## src/rtl/fpu_axis_issuer.sv

```systemverilog
// Ready/valid front end for a fixed-latency FP16 add/sub pipe: issues operands, tracks in-flight ops,
// buffers results in a FWFT FIFO. Define ISSUER_STATS_EN to add the stat_issued / stat_exc counters.
module fpu_axis_issuer #(
  parameter int LATENCY    = 6,
  parameter int FIFO_DEPTH = 8,
  parameter int DATA_W     = 16
) (
  input  logic                aclk,
  input  logic                areset,
  input  logic [2*DATA_W-1:0] s_axis_op_tdata,
  input  logic                s_axis_op_tvalid,
  output logic                s_axis_op_tready,
  output logic [DATA_W-1:0]   fpu_a_tdata,
  output logic [DATA_W-1:0]   fpu_b_tdata,
  output logic                fpu_a_tvalid,
  output logic                fpu_b_tvalid,
  input  logic [DATA_W-1:0]   fpu_result_tdata,
  input  logic                fpu_result_tvalid,
  output logic [DATA_W-1:0]   m_axis_res_tdata,
  output logic                m_axis_res_tuser,
  output logic                m_axis_res_tvalid,
  input  logic                m_axis_res_tready
`ifdef ISSUER_STATS_EN
  ,
  output logic [15:0]         stat_issued,
  output logic [15:0]         stat_exc
`endif
);

  localparam int PTR_W = (FIFO_DEPTH > 1) ? $clog2(FIFO_DEPTH) : 1;
  localparam int CNT_W = $clog2(FIFO_DEPTH + 1);
  localparam int IF_W  = $clog2(LATENCY + 1);
  localparam int SUM_W = CNT_W + IF_W;

  logic               tready_q, tready_d;
  logic [LATENCY-1:0] track_q, track_d;
  logic [IF_W-1:0]    inflight_q, inflight_d;
  logic [PTR_W-1:0]   wr_ptr_q, wr_ptr_d;
  logic [PTR_W-1:0]   rd_ptr_q, rd_ptr_d;
  logic [CNT_W-1:0]   count_q, count_d;
  logic [DATA_W:0]    fifo_mem_q [FIFO_DEPTH];

  logic fire;
  logic capture;
  logic pop;
  logic res_valid;

  function automatic logic [PTR_W-1:0] ptr_inc(input logic [PTR_W-1:0] p);
    return (p == PTR_W'(FIFO_DEPTH - 1)) ? '0 : p + PTR_W'(1);
  endfunction

  assign fire      = s_axis_op_tvalid & tready_q;
  assign capture   = track_q[LATENCY-1];
  assign res_valid = (count_q != '0);
  assign pop       = res_valid & m_axis_res_tready;

  assign s_axis_op_tready = tready_q;
  assign fpu_a_tdata      = s_axis_op_tdata[2*DATA_W-1:DATA_W];
  assign fpu_b_tdata      = s_axis_op_tdata[DATA_W-1:0];
  assign fpu_a_tvalid     = fire;
  assign fpu_b_tvalid     = fire;

  // Output is forced to zero while empty so stale RAM contents never leak out.
  assign m_axis_res_tvalid = res_valid;
  assign {m_axis_res_tuser, m_axis_res_tdata} = res_valid ? fifo_mem_q[rd_ptr_q] : '0;

  always_comb begin
    track_d    = track_q << 1;
    track_d[0] = fire;

    inflight_d = inflight_q;
    if (fire && !capture) begin
      inflight_d = inflight_q + IF_W'(1);
    end else if (!fire && capture) begin
      inflight_d = inflight_q - IF_W'(1);
    end

    count_d = count_q;
    if (capture && !pop) begin
      count_d = count_q + CNT_W'(1);
    end else if (!capture && pop) begin
      count_d = count_q - CNT_W'(1);
    end

    wr_ptr_d = capture ? ptr_inc(wr_ptr_q) : wr_ptr_q;
    rd_ptr_d = pop ? ptr_inc(rd_ptr_q) : rd_ptr_q;

    // Every op in flight owns a FIFO slot, so a full FIFO can never be written.
    tready_d = (SUM_W'(count_d) + SUM_W'(inflight_d)) < SUM_W'(FIFO_DEPTH);
  end

  always_ff @(posedge aclk) begin
    if (areset) begin
      tready_q   <= 1'b0;
      track_q    <= '0;
      inflight_q <= '0;
      wr_ptr_q   <= '0;
      rd_ptr_q   <= '0;
      count_q    <= '0;
    end else begin
      tready_q   <= tready_d;
      track_q    <= track_d;
      inflight_q <= inflight_d;
      wr_ptr_q   <= wr_ptr_d;
      rd_ptr_q   <= rd_ptr_d;
      count_q    <= count_d;
    end
  end

  always_ff @(posedge aclk) begin
    if (capture) begin
      fifo_mem_q[wr_ptr_q] <= {~fpu_result_tvalid, fpu_result_tdata};
    end
  end

`ifdef ISSUER_STATS_EN
  logic [15:0] stat_issued_q, stat_issued_d;
  logic [15:0] stat_exc_q, stat_exc_d;

  always_comb begin
    stat_issued_d = stat_issued_q + 16'(fire);
    stat_exc_d    = stat_exc_q + 16'(capture & ~fpu_result_tvalid);
  end

  always_ff @(posedge aclk) begin
    if (areset) begin
      stat_issued_q <= '0;
      stat_exc_q    <= '0;
    end else begin
      stat_issued_q <= stat_issued_d;
      stat_exc_q    <= stat_exc_d;
    end
  end

  assign stat_issued = stat_issued_q;
  assign stat_exc    = stat_exc_q;
`endif

  a_no_overflow: assert property (@(posedge aclk) disable iff (areset)
    !(capture && !pop && (count_q == CNT_W'(FIFO_DEPTH))));

  a_inflight_range: assert property (@(posedge aclk) disable iff (areset)
    (inflight_q <= IF_W'(LATENCY)));

endmodule

```

## config.mk

```make
export PLATFORM = sky130hd
export DESIGN_NAME = fpu_axis_issuer
export DESIGN_NICKNAME = d
export VERILOG_FILES = /design/src/rtl/fpu_axis_issuer.sv
export SDC_FILE = /design/constraint.sdc
export NUM_CORES = 1
export LEC_CHECK = 0
export CAP_MARGIN = 20
export CORE_MARGIN = 1.5
export CORE_UTILIZATION = 40
export DETAILED_ROUTE_END_ITERATION = 16
export SLEW_MARGIN = 0
export SYNTH_ARGS = -nofsm -noshare
export SYNTH_HDL_FRONTEND = slang
export SYNTH_SLANG_ARGS = --single-unit
```

## constraint.sdc

```tcl
create_clock -name aclk -period 3.5 [get_ports aclk]
set_clock_uncertainty 0.05 [all_clocks]
set_input_delay 0.35 -clock aclk [delete_from_list [all_inputs] [get_ports aclk]]
set_output_delay 0.35 -clock aclk [all_outputs]
set_load 0.02 [all_outputs]
```

After elaboration in Yosys (flattened, before gate mapping):

Memory sizes are Yosys's and may differ from the RTL's. A register that Yosys moved wholly into a read port is not among the register bits.
Index checks and enable logic that the tools add are counted.

* add/sub/neg operators: 7
* multipliers: 0
* divide/modulo/power cells: 0
* magnitude comparators: 1
* equality and inequality tests: 2
* shift operators: 0
* multiplexer cells: 11
* bitwise logic cells: 3
* reductions and logical operators: 8

Operators with widths (number)
* $mux W3: 6
* $mux W17: 1
* $add A3 B1 Y3 const B: 3
* $mux W4: 2
* $eq A3 B3 Y1 const B: 2
* $add A4 B3 Y5: 1
* $lt A5 B4 Y1 const B: 1
* $add A4 B1 Y4 const B: 1
* $logic_and A1 B1 Y1: 4
* $reduce_bool A4 Y1: 1
* $sub A4 B1 Y4 const B: 1
* $logic_not A1 Y1: 3
* $sub A3 B1 Y3 const B: 1
* $and A1 B1 Y1: 2
* $mux W1: 2
* $not A1 Y1: 1

* register bits after elaboration: 20
* bits in latches: 0
* bits in writable memories: 136
* memory bits (read-only): 0
* output and inout port bits: 53
* word-level logic and storage cells: 39
* memories kept: 1

Memories
* fifo_mem_q: words 8, bits a word 17, read ports 1, clocked after memory_dff 1, wr ports 1, line 41 `logic [DATA_W:0] fifo_mem_q [FIFO_DEPTH];`

Depth between registers and ports, before layout:

Gate-level depths: netlist of run 1.

* word-level depth: 7
* gate-level depth with buffers: 11

Worst setup path after synthesis of run 1:

OpenSTA, ideal clock, no wires.

* kind: reg-to-reg
* from: register track_q[5]
* to: memory fifo_mem_q[4][0] (netlist name), enable pin
* arrival: 2121 ps
* data required time: 3038 ps
* path slack: 916 ps
* cell stages (with the launch flop): 5
* clock period less this slack: 2584 ps
* path through: dfxtp_1 buf_6 clkbuf_1 nand2_1 nor3_1

* longest elaborated chain between the ends: 2

Ends and longest elaborated chain
* from (decl): line 36 `logic [LATENCY-1:0] track_q, track_d;`
* from (signal assigned): line 102 `track_q <= track_d;`
* $mux W1: line 111 `if (capture) begin`
* $mux W1 (implied by the code): line 112 `fifo_mem_q[wr_ptr_q] <= {~fpu_result_tvalid, fpu_result_tdata};`
* to (decl): line 41

No other way between the ends.

Worst setup path in the final report of run 1:

* from: register count_q[1]
* to: register tready_q (netlist: s_axis_op_tready)

* longest elaborated chain between the ends: 7
* elaborated cells between the ends (all ways): 11

Ends and longest elaborated chain
* from (decl): line 40 `logic [CNT_W-1:0] count_q, count_d;`
* from (signal assigned): line 106 `count_q <= count_d;`
* parallel branches: the longest is 4 deep, another holds $sub A4 B1 Y4
* $mux W4 (*): line 79 `if (capture && !pop) begin`
* named net count_d[2]: line 40
* $add A4 B3 Y5 (*): line 89 `tready_d = (SUM_W'(count_d) + SUM_W'(inflight_d)) < SUM_W'(FIFO_DEPTH);`
* $lt A5 B4 Y1 (*): line 89
* to (signal assigned): line 101 `tready_q <= tready_d;`
* to (decl): line 35 `logic tready_q, tready_d;`

Mark *: on every way through the listed nets, which the timed path passes.
A chain may end at the register's enable or synchronous reset.

==> run_results.csv, run 1 <==
group,metric,value,unit
drt,drtPass1Iterations,4,
layout,nets,464,
logic_synthesis,yosys-top-cells-area,"edfxtp_1, mux4_2, dfxtp_1, buf_4, mux2i_1",
floorplan,rows,46,
logic_synthesis,ys_dominant_reg_cell,"edfxtp_1",
drt,drc_errors,0,
floorplan,ios,106,
worst_setup_path,crit_family,"simple AND/OR/NAND/NOR gates",
drt,wl,12100,um
worst_setup_path,cp-end-kind,"flop",
logic_synthesis,yosys_warnings,0,
power,vdd_drop_max,0.387,mV
drt,drt.antenna.violating_nets,0,
clocking,cts_setup_buffers,0,
sta,rsz0062_at_grt,"false",
logic_synthesis,synthesis.nets,439,
logic_synthesis,avgSynthCellArea,17.5,um^2
floorplan,design.core.area,15900,um^2
run_status,status,"finished, final reports clean",
drt,met3_length,416,um
worst_setup_path,critPathMaxFanout,18,
worst_setup_path,startpoint,"count_q[1]",
global_route,grt_pass1_wl,19500,um
clocking,cts_max_level,4,
place,gp_congestion,0.721,
worst_setup_path,regToRegStartpoint,"count_q[1]",
layout,drive_above_1_share,21.5,%
run,drv_cap,0,
place,io_buffers,41,
clocking,cts_tree,"done",
drt,wl_met1,5320,um
floorplan,dieArea,17200,um^2
worst_setup_path,slowest_delay,0.83,ns
drt,top_layer,"met4",
clocking,cts_buffers,17,
clocking,cts_resized,0,
layout,layout.cells.most_common,"edfxtp_1",
worst_setup_path,cp_num_buf_inv,2,
worst_setup_path,crit_chain,"inv_1 > ha_1 > nor3b_4 > inv_2 > and4b_4 > a31oi_4 > xnor2_1 > ha_1 > a211o_1 > a211oi_1",
layout,diodes,0,
drt,vias,3187,
logic_synthesis,netlist_area,6570,um^2
layout,fin_area,7640,um^2
clocking,cts.sinks,159,
logic_synthesis,yosysTopAreaCell,"edfxtp_1",
logic_synthesis,synth.distinct_cells,40,
worst_setup_path,worstRegToRegCells,10,
logic_synthesis,synth_top_cell_area_share,62.2,%
worst_setup_path,worst_ep_required_time,3.78,ns
clocking,clockBufferDepth,2,
sta,hold_viol_final,0,
worst_setup_path,crit_arrival,3.45,ns
drt,routedWlPerCell,19.2,um
sta,fin_crit_sh,90.5,%
worst_setup_path,start_kind,"flop",
layout,fillCellCount,1370,
clocking,path_clk_slew,0.06,ns
layout,layout_common_cells,"edfxtp_1, clkdlybuf4s50_1, mux4_2, nor2_1",
worst_setup_path,r2r_setup_slack,0.33,ns
worst_setup_path,worstReg2RegEnd,"s_axis_op_tready",
worst_setup_path,crit_path_end,"s_axis_op_tready",
power,power.total,5.39,mW
sta,worst_pin_slew,0.979,ns
worst_setup_path,path_depth,10,
sta,slew_headroom,34.7,%
power,p_per_area,705,nW/um^2
drt,drt_iter0_drc,173,
floorplan,die_w,131,um
global_route,grt_max_degree,35,
logic_synthesis,ys_ff_latch,159,
worst_hold_path,min_path_type,"reg2reg",
clocking,clk_latency,0.42,ns
clocking,root_buffer,"clkbuf_16",
sta,fmax,0.316,GHz
logic_synthesis,synth-seq-area-share,69.2,%
clocking,ctsHoldBuffers,0,
logic_synthesis,synthCells,376,
global_route,grt_pass1_vias,3462,
layout,multi_input_area,1680,um^2
place,dpl_cell_area,7060,um^2
sta,finalSetupViolCount,0,
drt,wl_met2,6110,um
floorplan,chipHeight,131,um
global_route,grt_usage,15.3,%
worst_setup_path,critPathKind,"reg2reg",
global_route,grt_overflow,0,
logic_synthesis,async_flop_share,0,%
logic_synthesis,synth-edff-count,136,
place,dp_hpwl,7260,um
worst_setup_path,crit_slowest_cell,"nor3b_4",
sta,drv_slew,0,
worst_setup_path,cpMostUsedCell,"ha_1",
drt,vias_per_cell,5.06,
power,power.leakage,2.46,nW
global_route,antenna_found_initial,0,
layout,synthToLayoutAreaGrowth,16.3,%
floorplan,start_util,41.2,%
layout,register_area,4550,um^2
sta,fin_crit,3.17,ns
sta,finalSetupTns,0,ns
==> kinds of logic (layout without fill, tap and decap cells) <==
family / after synthesis / in the layout / synth area share, %
adder cells (fa/ha/maj): 10 / 10 / 1.90
buffers and inverters: 55 / 93 / 5.37
XOR/XNOR: 6 / 6 / 0.800
AO/OA/AOI/OAI: 19 / 19 / 1.96
flip-flops: 159 / 159 / 69.2
multiplexers: 57 / 57 / 15.2
AND/OR/NAND/NOR: 70 / 70 / 5.60
==> how the worst min path moves through the flow <==
stage	startpoint	end	slack (ns)	cells past startpoint
detailed placement	track_q[4]	track_q[5]	0.38	1
global placement	track_q[4]	track_q[5]	0.37	1
global route	track_q[0]	track_q[1]	0.40	1
finish	track_q[4]	track_q[5]	0.38	1
CTS	track_q[4]	track_q[5]	0.39	1
floorplan	track_q[0]	track_q[1]	0.36	1
==> power breakdown <==
part           internal (mW)  switching (mW)  leakage (nW)
Combinational          0.700           0.697         0.766
Sequential              2.10          0.0769          1.41
Clock                   1.06           0.757         0.282
Total                   3.86            1.53          2.46
==> cell type report <==
type | instances | share of cell area, %
clock buffers | 17 | 5.57
clock inverters | 15 | 2.08
inverters | 7 | 0.344
multi-input cells | 162 | 22.0
flip-flops and latches | 159 | 59.5
well taps | 216 | 3.54
repair buffers | 54 | 6.98
==> flip-flops by register name (all words and copies together) (netlist names), named ones only <==
register	flops
fifo_mem_q	136
inflight_q	3
track_q	6
count_q	4
wr_ptr_q	3
s_axis_op_tready	1
rd_ptr_q	3
==> metrics by stage <==
step	setup slack [ns]	instances	util [%]	hold slack (ns)
after global routing	0.0703	630	47.9	0.405
after global placement	0.417	598	44.3	0.372
after floorplan	0.916	376	-	0.364
after detailed placement	0.325	598	44.3	0.377
final	0.334	630	47.9	0.384
after CTS	0.277	630	47.9	0.388
==> routing by layer <==
metal  GRT usage (%)  vias to the layer above
met1            18.8                     1618
met2            25.2                       70
met3            3.74                       41
met5               0                        -
met4            7.43                        0
li1                -                     1458
==> synthesized netlist by cell type (2+ instances only) <==
| library cell | count |
|---|---|
| o22ai_1 | 2 |
| inv_1 | 6 |
| nand2b_1 | 5 |
| nor3_1 | 2 |
| xnor2_1 | 5 |
| buf_4 | 36 |
| dfxtp_1 | 23 |
| mux4_2 | 34 |
| nor2_1 | 30 |
| mux2i_1 | 22 |
| nand2_1 | 10 |
| a21oi_1 | 10 |
| ha_1 | 10 |
| edfxtp_1 | 136 |
| clkbuf_1 | 7 |
| nand3_1 | 2 |
| nor2b_1 | 10 |
| buf_2 | 3 |
| a211oi_1 | 2 |
==> worst reg2reg max path, cell delays in order (launching register included) <==
cell      delay, ns
dfxtp_1        0.38
inv_1          0.11
ha_1           0.22
nor3b_4        0.83
inv_2          0.15
and4b_4        0.27
a31oi_4        0.16
xnor2_1        0.14
ha_1           0.26
a211o_1        0.29
a211oi_1       0.22
Note: power is estimated with default switching activity, not from simulation.
==> run 2: changes to the inputs <==
CAP_MARGIN = 0   (was 20)
==> results of run 2 <==
Same layout as run 1: the final DEF is identical, and so are final timing and power.
==> run 3: changes to the inputs <==
PLACE_DENSITY = 0.63   (was unset)
==> run_results.csv, run 3 (synthesis gave the netlist of run 1 again) <==
group,metric,value,unit
worst_setup_path,worst_ep_required_time,3.78,ns
floorplan,dieArea,17200,um^2
clocking,cts_buffers,17,
global_route,grt_max_degree,35,
worst_hold_path,hold_end,"track_q[1]",
clocking,clk_latency,0.42,ns
worst_setup_path,regToRegStartpoint,"count_q[1]",
floorplan,ios,106,
clocking,path_clk_slew,0.06,ns
place,dp_hpwl,6750,um
drt,vias_per_cell,4.97,
floorplan,design.core.area,15900,um^2
clocking,cts_resized,0,
worst_setup_path,crit_arrival,3.42,ns
layout,nets,463,
global_route,antenna_found_initial,0,
layout,final_util,48.0,%
sta,hold_viol_final,0,
layout,layout.cells.most_common,"edfxtp_1",
place,io_buffers,41,
global_route,grt_usage,14.2,%
worst_setup_path,crit_family,"simple AND/OR/NAND/NOR gates",
worst_hold_path,hold_path_depth,1,
global_route,grt_overflow,0,
power,vdd_drop_max,0.393,mV
clocking,cts_max_level,4,
sta,finalSetupViolCount,0,
layout,fillCellCount,1360,
worst_setup_path,crit_slowest_cell,"nor3b_4",
drt,wl,11400,um
worst_setup_path,critPathKind,"reg2reg",
layout,largest_reg_flops,136,
worst_setup_path,crit_chain,"inv_1 > ha_1 > nor3b_4 > inv_2 > and4b_4 > a31oi_4 > xnor2_1 > ha_1 > a211o_1 > a211oi_1",
worst_setup_path,slowest_delay,0.83,ns
floorplan,rows,46,
worst_setup_path,critPathMaxFanout,18,
clocking,cts_tree,"done",
sta,worst_pin_slew,0.984,ns
power,p_per_area,714,nW/um^2
sta,finalSetupTns,0,ns
worst_setup_path,cp-end-kind,"flop",
layout,reg_top3,"fifo_mem_q x136, track_q x6, count_q x4",
place,gp_congestion,0.716,
floorplan,chipHeight,131,um
worst_setup_path,worstReg2RegEnd,"s_axis_op_tready",
worst_hold_path,holdCritStartpoint,"track_q[0]",
global_route,grt_pass1_wl,18200,um
drt,drt.antenna.violating_nets,0,
drt,drc_errors,0,
layout,diodes,0,
global_route,grt_pass1_vias,3388,
place,dp_slack,0.314,ns
sta,rsz0062_at_grt,"false",
layout,synthToLayoutAreaGrowth,16.5,%
clocking,clockBufferDepth,2,
worst_setup_path,worstRegToRegCells,10,
worst_setup_path,cp_num_buf_inv,2,
drt,drt_iter0_drc,222,
layout,max_flop_register,"fifo_mem_q",
worst_setup_path,r2r_setup_slack,0.36,ns
drt,routedWlPerCell,18.1,um
power,power.leakage,2.47,nW
sta,fin_ws,0.361,ns
floorplan,start_util,41.2,%
worst_setup_path,cpMostUsedCell,"ha_1",
drt,vias,3124,
layout,drive_above_1_share,20.6,%
sta,slew_headroom,34.3,%
sta,drv_slew,0,
layout,layout_common_cells,"edfxtp_1, clkdlybuf4s50_1, mux4_2, nor2_1",
place,dp.cells,597,
clocking,ctsHoldBuffers,0,
clocking,root_buffer,"clkbuf_16",
clocking,cts.sinks,159,
floorplan,die_w,131,um
clocking,cts_setup_buffers,0,
run_status,status,"finished, final reports clean",
drt,drtPass1Iterations,4,
worst_setup_path,start_kind,"flop",
sta,fmax,0.319,GHz
sta,fin_crit,3.14,ns
sta,fin_crit_sh,89.7,%
worst_hold_path,min_path_type,"reg2reg",
layout,final_cells,629,
run,drv_cap,0,
-- run 3: changes by cell type in the layout (fill, tap and decap cells not counted) --
cell / previous run / this run
buf_12: 2 / 1
bufinv_16: 2 / 4
clkinv_1: 1 / 4
clkinv_4: 4 / 2
clkinvlp_4: 2 / 0
inv_6: 4 / 3
-- run 3: layout make-up --
type,instances,area (um^2),share of cell area [%]
Multi-Input combinational cell,162,1680,22.0
Tap cell,216,270,3.53
Sequential cell,159,4550,59.4
Inverter,7,26.3,0.343
Timing Repair Buffer,53,513,6.70
Clock buffer,17,425,5.56
Clock inverter,15,189,2.47
-- run 3: worst max-delay path by stage --
stage	startpoint	end	depth (start not counted)
2_1_floorplan	track_q[5]	fifo_mem_q[4][0]	4
3_3_place_gp	count_q[1]	s_axis_op_tready	10
3_5_place_dp	count_q[1]	s_axis_op_tready	10
4_1_cts	count_q[1]	s_axis_op_tready	10
5_1_grt	count_q[1]	s_axis_op_tready	10
6_report	count_q[1]	s_axis_op_tready	10
-- run 3: power by group --
part | total (mW) | switching, mW | internal, mW
Combinational | 1.40 | 0.691 | 0.706
Sequential | 2.17 | 0.0642 | 2.10
Clock | 1.90 | 0.709 | 1.19
Total | 5.46 | 1.46 | 4.00
-- run 3: through the flow --
step,hold WS (ns),cell area (um^2),power [mW]
after floorplan,0.364,6570,3.19
after global placement,0.372,7040,3.62
after detailed placement,0.377,7040,3.63
after CTS,0.392,7650,5.53
after global routing,0.406,7650,5.71
final,0.385,7650,5.46
-- run 3: layer usage --
layer  vias up  track usage [%]  part of all wire [%]
met4         0             6.62                   1.8
met2        72             24.0                    51
met1      1578             16.7                    43
li1       1453                -                     -
met5         -                0                     0
met3        21             4.28                   4.4
